[config.mk]
export PLATFORM = sky130hd
export DESIGN_NAME = acc40_seq_flat
export DESIGN_NICKNAME = d
export VERILOG_FILES = /design/src/rtl/acc40_seq_if.sv /design/src/rtl/acc40_seq.sv /design/src/flat_wrapper.sv
export SDC_FILE = /design/constraint.sdc
export NUM_CORES = 1
export LEC_CHECK = 0
export ABC_AREA = 1
export CAP_MARGIN = 30
export CORE_MARGIN = 8
export CORE_UTILIZATION = 25
export CTS_BUF_LIST = sky130_fd_sc_hd__clkbuf_4
export CTS_CLUSTER_DIAMETER = 200
export DETAILED_ROUTE_END_ITERATION = 10
export SYNTH_ARGS = -nofsm -noshare
export SYNTH_HDL_FRONTEND = slang
export SYNTH_SLANG_ARGS = --single-unit
[constraint.sdc]
create_clock -name clk -period 2.36 [get_ports clk]
set_input_delay 0.354 -clock clk [delete_from_list [all_inputs] [get_ports clk]]
set_output_delay 0.354 -clock clk [all_outputs]
set_load 0.1 [all_outputs]
[src/rtl/acc40_seq_if.sv]
// Handshake bundle for acc40_seq: operand stream in, framed reduction result out.
// The master drives operands and result acceptance; the slave is the accumulator.
interface acc40_seq_if #(
    parameter int WIDTH = 40,
    parameter int CNTW  = 16
);
    logic             in_valid;
    logic             in_ready;
    logic [WIDTH-1:0] in_data;
    logic             in_last;
    logic             out_valid;
    logic             out_ready;
    logic [WIDTH-1:0] S;
    logic             Cout;
    logic             ovf_s;
    logic [CNTW-1:0]  count;

    modport master (
        output in_valid, in_data, in_last, out_ready,
        input  in_ready, out_valid, S, Cout, ovf_s, count
    );

    modport slave (
        input  in_valid, in_data, in_last, out_ready,
        output in_ready, out_valid, S, Cout, ovf_s, count
    );
endinterface

[src/rtl/acc40_seq.sv]
// Framed 40-bit accumulator: sums an operand stream mod 2^WIDTH with sticky carry/overflow.
// Optional signed-overflow tracking is compiled in only when ACC40_SIGNED_OVF_EN is defined.
module acc40_seq #(
    parameter int WIDTH = 40,
    parameter int CNTW  = 16
) (
    input logic         clk,
    input logic         reset_n,
    acc40_seq_if.slave  acc_if
);

    typedef enum logic {
        ACC  = 1'b0,
        DONE = 1'b1
    } state_t;

    state_t           state_q, state_d;
    logic             first_q, first_d;
    logic [WIDTH-1:0] acc_q, acc_d;
    logic             cout_q, cout_d;
    logic [CNTW-1:0]  cnt_q, cnt_d;
    logic [WIDTH:0]   sum_ext;
    logic             beat;

    function automatic logic [CNTW-1:0] sat_inc(input logic [CNTW-1:0] v);
        return (&v) ? v : v + CNTW'(1);
    endfunction

    // Handshake flags depend on state only, so nothing combinational crosses the block.
    assign acc_if.in_ready  = (state_q == ACC);
    assign acc_if.out_valid = (state_q == DONE);
    assign beat             = acc_if.in_valid && (state_q == ACC);
    assign sum_ext          = {1'b0, acc_q} + {1'b0, acc_if.in_data};

    always_comb begin
        state_d = state_q;
        first_d = first_q;
        acc_d   = acc_q;
        cout_d  = cout_q;
        cnt_d   = cnt_q;
        unique case (state_q)
            ACC: begin
                if (beat) begin
                    first_d = 1'b0;
                    if (first_q) begin
                        acc_d  = acc_if.in_data;
                        cout_d = 1'b0;
                        cnt_d  = CNTW'(1);
                    end else begin
                        acc_d  = sum_ext[WIDTH-1:0];
                        cout_d = cout_q | sum_ext[WIDTH];
                        cnt_d  = sat_inc(cnt_q);
                    end
                    if (acc_if.in_last) begin
                        state_d = DONE;
                    end
                end
            end
            DONE: begin
                if (acc_if.out_ready) begin
                    state_d = ACC;
                    first_d = 1'b1;
                end
            end
            default: begin
                state_d = ACC;
                first_d = 1'b1;
            end
        endcase
    end

    always_ff @(posedge clk) begin
        if (!reset_n) begin
            state_q <= ACC;
            first_q <= 1'b1;
            acc_q   <= '0;
            cout_q  <= 1'b0;
            cnt_q   <= '0;
        end else begin
            state_q <= state_d;
            first_q <= first_d;
            acc_q   <= acc_d;
            cout_q  <= cout_d;
            cnt_q   <= cnt_d;
        end
    end

    assign acc_if.S     = acc_q;
    assign acc_if.Cout  = cout_q;
    assign acc_if.count = cnt_q;

`ifdef ACC40_SIGNED_OVF_EN
    logic ovf_q, ovf_d;

    // Two's-complement overflow: equal operand signs producing a result of the other sign.
    function automatic logic signed_ovf(input logic [WIDTH-1:0] a,
                                        input logic [WIDTH-1:0] b,
                                        input logic [WIDTH-1:0] s);
        return (a[WIDTH-1] == b[WIDTH-1]) && (s[WIDTH-1] != a[WIDTH-1]);
    endfunction

    always_comb begin
        ovf_d = ovf_q;
        if (beat) begin
            ovf_d = first_q ? 1'b0
                            : (ovf_q | signed_ovf(acc_q, acc_if.in_data, sum_ext[WIDTH-1:0]));
        end
    end

    always_ff @(posedge clk) begin
        if (!reset_n) begin
            ovf_q <= 1'b0;
        end else begin
            ovf_q <= ovf_d;
        end
    end

    assign acc_if.ovf_s = ovf_q;
`else
    assign acc_if.ovf_s = 1'b0;
`endif

endmodule

[src/flat_wrapper.sv]
// flat-port wrapper written by rule: the top's interface ports become plain ports
module acc40_seq_flat 
#(
    parameter int WIDTH = 40,
    parameter int CNTW  = 16
)
  (clk, reset_n, acc_if_in_valid, acc_if_in_data, acc_if_in_last, acc_if_out_ready, acc_if_in_ready, acc_if_out_valid, acc_if_S, acc_if_Cout, acc_if_ovf_s, acc_if_count);
  acc40_seq_if #(.WIDTH(WIDTH), .CNTW(CNTW)) acc_if_i ();
  input logic clk;
  input logic reset_n;
  input wire logic [$bits(acc_if_i.in_valid)-1:0] acc_if_in_valid;
  input wire logic [$bits(acc_if_i.in_data)-1:0] acc_if_in_data;
  input wire logic [$bits(acc_if_i.in_last)-1:0] acc_if_in_last;
  input wire logic [$bits(acc_if_i.out_ready)-1:0] acc_if_out_ready;
  output wire logic [$bits(acc_if_i.in_ready)-1:0] acc_if_in_ready;
  output wire logic [$bits(acc_if_i.out_valid)-1:0] acc_if_out_valid;
  output wire logic [$bits(acc_if_i.S)-1:0] acc_if_S;
  output wire logic [$bits(acc_if_i.Cout)-1:0] acc_if_Cout;
  output wire logic [$bits(acc_if_i.ovf_s)-1:0] acc_if_ovf_s;
  output wire logic [$bits(acc_if_i.count)-1:0] acc_if_count;
  assign acc_if_i.in_valid = acc_if_in_valid;
  assign acc_if_i.in_data = acc_if_in_data;
  assign acc_if_i.in_last = acc_if_in_last;
  assign acc_if_i.out_ready = acc_if_out_ready;
  assign acc_if_in_ready = acc_if_i.in_ready;
  assign acc_if_out_valid = acc_if_i.out_valid;
  assign acc_if_S = acc_if_i.S;
  assign acc_if_Cout = acc_if_i.Cout;
  assign acc_if_ovf_s = acc_if_i.ovf_s;
  assign acc_if_count = acc_if_i.count;
  acc40_seq #(.WIDTH(WIDTH), .CNTW(CNTW)) u_core (.clk(clk), .reset_n(reset_n), .acc_if(acc_if_i));
endmodule
**Yosys cells after proc, flatten, opt, wreduce, memory -nomap -nowiden**

Cells that the tools add are included.
W data, S select, Z words.

- $add $sub $neg: 2
- Eq/ne operators: 3
- Muxes and demuxes: 11
- Bitwise operators: 2
- Reduce and logical (&&, ||, !) cells: 5

Operators by type and width:

| kind | count |
|---|---|
| $add A40 B40 Y41 | 1 |
| $mux W40 | 1 |
| $mux W16 | 2 |
| $add A16 B1 Y16 const B | 1 |
| $reduce_and A16 Y1 | 1 |
| $mux W1 | 6 |
| $ne A2 B1 Y1 const B | 2 |
| $pmux W1 S2 | 2 |
| $reduce_and A2 Y1 | 2 |
| $reduce_and A3 Y1 | 1 |
| $ne A2 B2 Y1 const B | 1 |
| $logic_and A1 B1 Y1 | 1 |
| $not A1 Y1 | 1 |
| $or A1 B1 Y1 | 1 |

- Bits in registers: 59
- Output and inout port bits: 60

**Depth between registers and ports, before layout**

- Depth in word-level cells: 4
- Depth in mapped cells: 16
- Depth with buffers taken out: 16

**Least setup slack after synthesis**

OpenSTA, ideal clock, no wires.

- Path type: register -> register
- Start point: register u_core.state_q, in the netlist u_core.acc_if.out_valid
- End point: register u_core.cnt_q[7], in the netlist u_core.acc_if.count[7]
- Library setup time: 0.166 ns
- Data arrival time: 2.616 ns
- Required time: 2.194 ns
- Setup slack: -0.422 ns
- Cell stages (with the launch flop): 9
- Buffers on the path: 1
- Clock period less this slack: 2.782 ns
- Cell sequence: dfxtp_1 > inv_1 > nand2_2 > inv_2 > nand2_1 > buf_2 > nor4_4 > o21ai_0 > a21oi_1

- Word-level cells in the longest chain between the ends: 3

RTL lines:

| element | line | RTL |
|---|---|---|
| from (decl) | acc40_seq.sv:17 | `state_t state_q, state_d;` |
| from (signal assigned) | acc40_seq.sv:80 | `state_q <= state_d;` |
| $not A1 Y1 (no line) (*) | - |  |
| named net acc_if_in_ready | flat_wrapper.sv:15 | `output wire logic [$bits(acc_if_i.in_ready)-1:0] acc_if_in_ready;` |
| $logic_and A1 B1 Y1 | acc40_seq.sv:32 | `assign beat = acc_if.in_valid && (state_q == ACC);` |
| $reduce_and A3 Y1 (no line) (*) | - |  |
| to (signal assigned) | acc40_seq.sv:84 | `cnt_q <= cnt_d;` |
| to (decl) | acc40_seq.sv:21 | `logic [CNTW-1:0] cnt_q, cnt_d;` |

Mark *: on every way through the listed nets, which the timed path passes. The rest lies on a longest branch.
A chain may end at the register's enable or synchronous reset.

**Worst setup path in the final report**

- Start point: input acc_if_in_data[0]
- End point: register u_core.acc_q[32], in the netlist u_core.acc_if.S[32]

- Word-level cells in the longest chain between the ends: 2

RTL lines:

| element | line | RTL |
|---|---|---|
| from (decl) | flat_wrapper.sv:12 | `input wire logic [$bits(acc_if_i.in_data)-1:0] acc_if_in_data;` |
| $add A40 B40 Y41 | acc40_seq.sv:33 | `assign sum_ext = {1'b0, acc_q} + {1'b0, acc_if.in_data};` |
| $mux W40 | acc40_seq.sv:45 | `if (first_q) begin` |
| to (signal assigned) | acc40_seq.sv:76 | `acc_q <= '0;` |
| to (signal assigned) | acc40_seq.sv:82 | `acc_q <= acc_d;` |
| to (decl) | acc40_seq.sv:19 | `logic [WIDTH-1:0] acc_q, acc_d;` |

No other way between the ends.

==> reports/qor.yml <==
detailed_routing:
  postRouteWirelength_um: 19900
  viasPerCell: 4.51
  drt_drc_violations_left: 0
  first_pass_iters: 5
  first_iter_violations: 363
  ant_nets: 0
  wl_per_cell_um: 13.5
  vias: 6646
timing:
  skew_ps: 24.7
  min_period_ps: 2070
  rsz0062_at_grt: "false"
  setup_violations: 0
  finalHoldViolCount: 0
  tightest_slew_ps: 502
  drv_slew: 0
  hold_ws_ps: 485
  maxSlewHeadroom_pct: 66.6
  post-route-period-util_pct: 87.6
  fmax_ghz: 0.484
  setup_ws_ps: 292
worst_setup_path:
  reg2reg_depth: 16
  r2r_slack_ps: 300
  reg2reg_from: "u_core.acc_if.S[0]"
  crit_path_end: "u_core.acc_if.S[32]"
  cp.arrival_ps: 2480
  cp-startpoint: "acc_if_in_data[0]"
  crit_fanout: 3
  critPathRequiredTime_ps: 2780
  critPathKind: "in -> reg"
  startpoint_type: "input pin"
  r2r_end: "u_core.acc_if.S[32]"
  cp-end-kind: "flop"
placed_design:
  dpl-instance-area_um2: 7450
  post-dp-hpwl_um: 15900
  routabilityCongestion: 0.906
  placement.io_buffers: 103
  dpl_worst_slack_ps: -251
logic_synthesis:
  ys_types: 41
  synthArstFlopShare_pct: 0
  ys.flop_type: "dfxtp_1"
  netlist_area_um2: 5730
  yosysWarnings: 0
  syn_nets: 1102
  postSynthCellCount: 1015
  syn_avg_cell_area_um2: 5.65
  synth_edf_count: 0
  seq_area_frac_synth_pct: 20.6
  ys_ff_latch: 59
clock_tree:
  clk_pin_slew_ps: 130
  cts_tree: "yes"
  holdBufCountCts: 0
  root_buffer: "clkbuf_4"
  clockBufferDepth: 2
  cts_buffers: 9
  insertion_delay_ps: 480
  htree_levels: 3
  clock_sinks: 59
floorplan:
  die_height_um: 167
  die_w_um: 167
  num_rows: 55
  dieArea_um2: 28000
  core_um2: 22600
  ioPinCount: 105
  start_util_pct: 25.4
power:
  ir_worst_vdd_v: 0.000215
  pwr_density_cell_nw_per_um2: 514
  leakagePower_uw: 0.00395
cells_and_area:
  layout_commonest_cell: "nand2_1"
  design_area_um2: 7610
  drive_gt1_share_pct: 17.5
  multi_input_area_um2: 3840
  areaGrowthSynthToFinish_pct: 32.7
  final-seq-area_um2: 1220
  final_util_pct: 33.7
  fillers: 2532
  mostFrequentLayoutCells: "324 x nand2_1, 155 x inv_1, 144 x nor2_1"
  final_net_count: 1268
global_routing:
  gr-total-overflow: 0
  grt_pass1_wl_um: 32300
  grtUsageTotal_pct: 14.2
  grt_max_degree: 56
  antenna_found_initial: 1
  grt_pass1_vias: 6396
job:
  maxCapViolCount: 0
run_status:
  status: "finished, final reports clean"
hold_path:
  min_path_type: "reg -> reg"
registers in the layout, summed over array words and instances (netlist names):
name                     count
u_core.acc_if.Cout           1
u_core.acc_if.S             40
u_core.acc_if.count         16
u_core.acc_if.out_valid      1
u_core.first_q               1
Yosys cell counts, types with 2 or more instances:
cell | number | area share (%)
nand2_1 | 324 | 21
inv_1 | 156 | 10
nor2_1 | 144 | 9.4
a21oi_1 | 74 | 6.5
nand3_1 | 63 | 5.5
dfxtp_1 | 59 | 21
ha_1 | 41 | 8.9
o21ai_0 | 36 | 3.1
nor3_1 | 16 | 1.4
xor2_1 | 15 | 2.3
clkbuf_1 | 10 | 0.65
a31oi_1 | 8 | 0.87
nand2_2 | 8 | 0.87
nor2_2 | 7 | 0.76
nand3_2 | 6 | 1.0
o21bai_1 | 6 | 0.79
a21oi_2 | 5 | 0.76
buf_2 | 4 | 0.35
a21boi_0 | 3 | 0.39
or2_2 | 3 | 0.33
xnor2_1 | 3 | 0.46
buf_6 | 2 | 0.39
dlygate4sd1_1 | 2 | 0.31
nand4_1 | 2 | 0.22
o21ai_1 | 2 | 0.17
per-stage QoR:
step | power (uW) | instances | TNS [ps]
floorplan | 2450 | 1015 | 0
global placement | 3060 | 1455 | -2810
detailed placement | 3070 | 1455 | -3870
CTS | 3940 | 1471 | 0
global route | 4160 | 1474 | 0
finish | 3910 | 1474 | 0
repair_timing:
action                     4_1_cts  5_1_grt
hold endpoints to repair         0        0
resized for setup                0        1
setup endpoints to repair        0        2
buffers inserted                 0        0
area by class of cell:
class | instances | share of cell area [%]
antenna | 3 | 0.0987
clock buffer | 9 | 0.888
clock inverter | 7 | 1.00
inverter | 157 | 7.80
multi-input combinational | 778 | 50.5
sequential | 59 | 16.0
tap | 285 | 4.69
timing repair buffer | 176 | 19.0
critical path, stage by stage:
cell             delay (ps)
clkdlybuf4s50_1         490
ha_1                    180
inv_1                    60
fa_2                    360
inv_1                   100
nand3_1                  70
nand3_1                  90
nand2_1                  70
nand2_2                  80
nand3_1                  90
nand2_1                 110
nand2_1                  80
nand2_1                  80
nand2_1                  50
nand3_1                  60
nand2_1                  50
a21oi_1                 110
power by group:
group	switching (uW)	internal (uW)
registers	63.4	1070
logic	1280	645
clock network	529	329
per-layer routing:
metal	part of all wire (%)	GRT usage, %	vias to the layer above
li1	-	-	3519
met1	49	18.2	2928
met2	45	23.3	169
met3	5.0	2.94	30
met4	1.9	4.31	0
met5	0	0	-
cell families after synthesis:
logic type	Yosys count	synth area share, %
AOI/OAI and AO/OA	138	13.2
and+or+nand+nor	579	41.7
other	1	0.0654
adders and majority gates	42	9.30
xor gates and xnor gates	18	2.75
buffers and inverters	178	12.4
DFF	59	20.6
worst min path at each step:
stage	endpoint	cells after the start	from	slack (ps)
floorplan	u_core.acc_if.count[0]	2	reset_n	480
global placement	u_core.acc_if.Cout	2	u_core.acc_if.Cout	460
detailed placement	u_core.acc_if.Cout	2	u_core.acc_if.Cout	470
CTS	u_core.acc_if.S[0]	3	acc_if_in_data[0]	460
global route	u_core.acc_if.S[0]	3	acc_if_in_data[0]	490
finish	u_core.acc_if.S[12]	2	u_core.acc_if.S[12]	490
(Power assumes the default switching activity.)
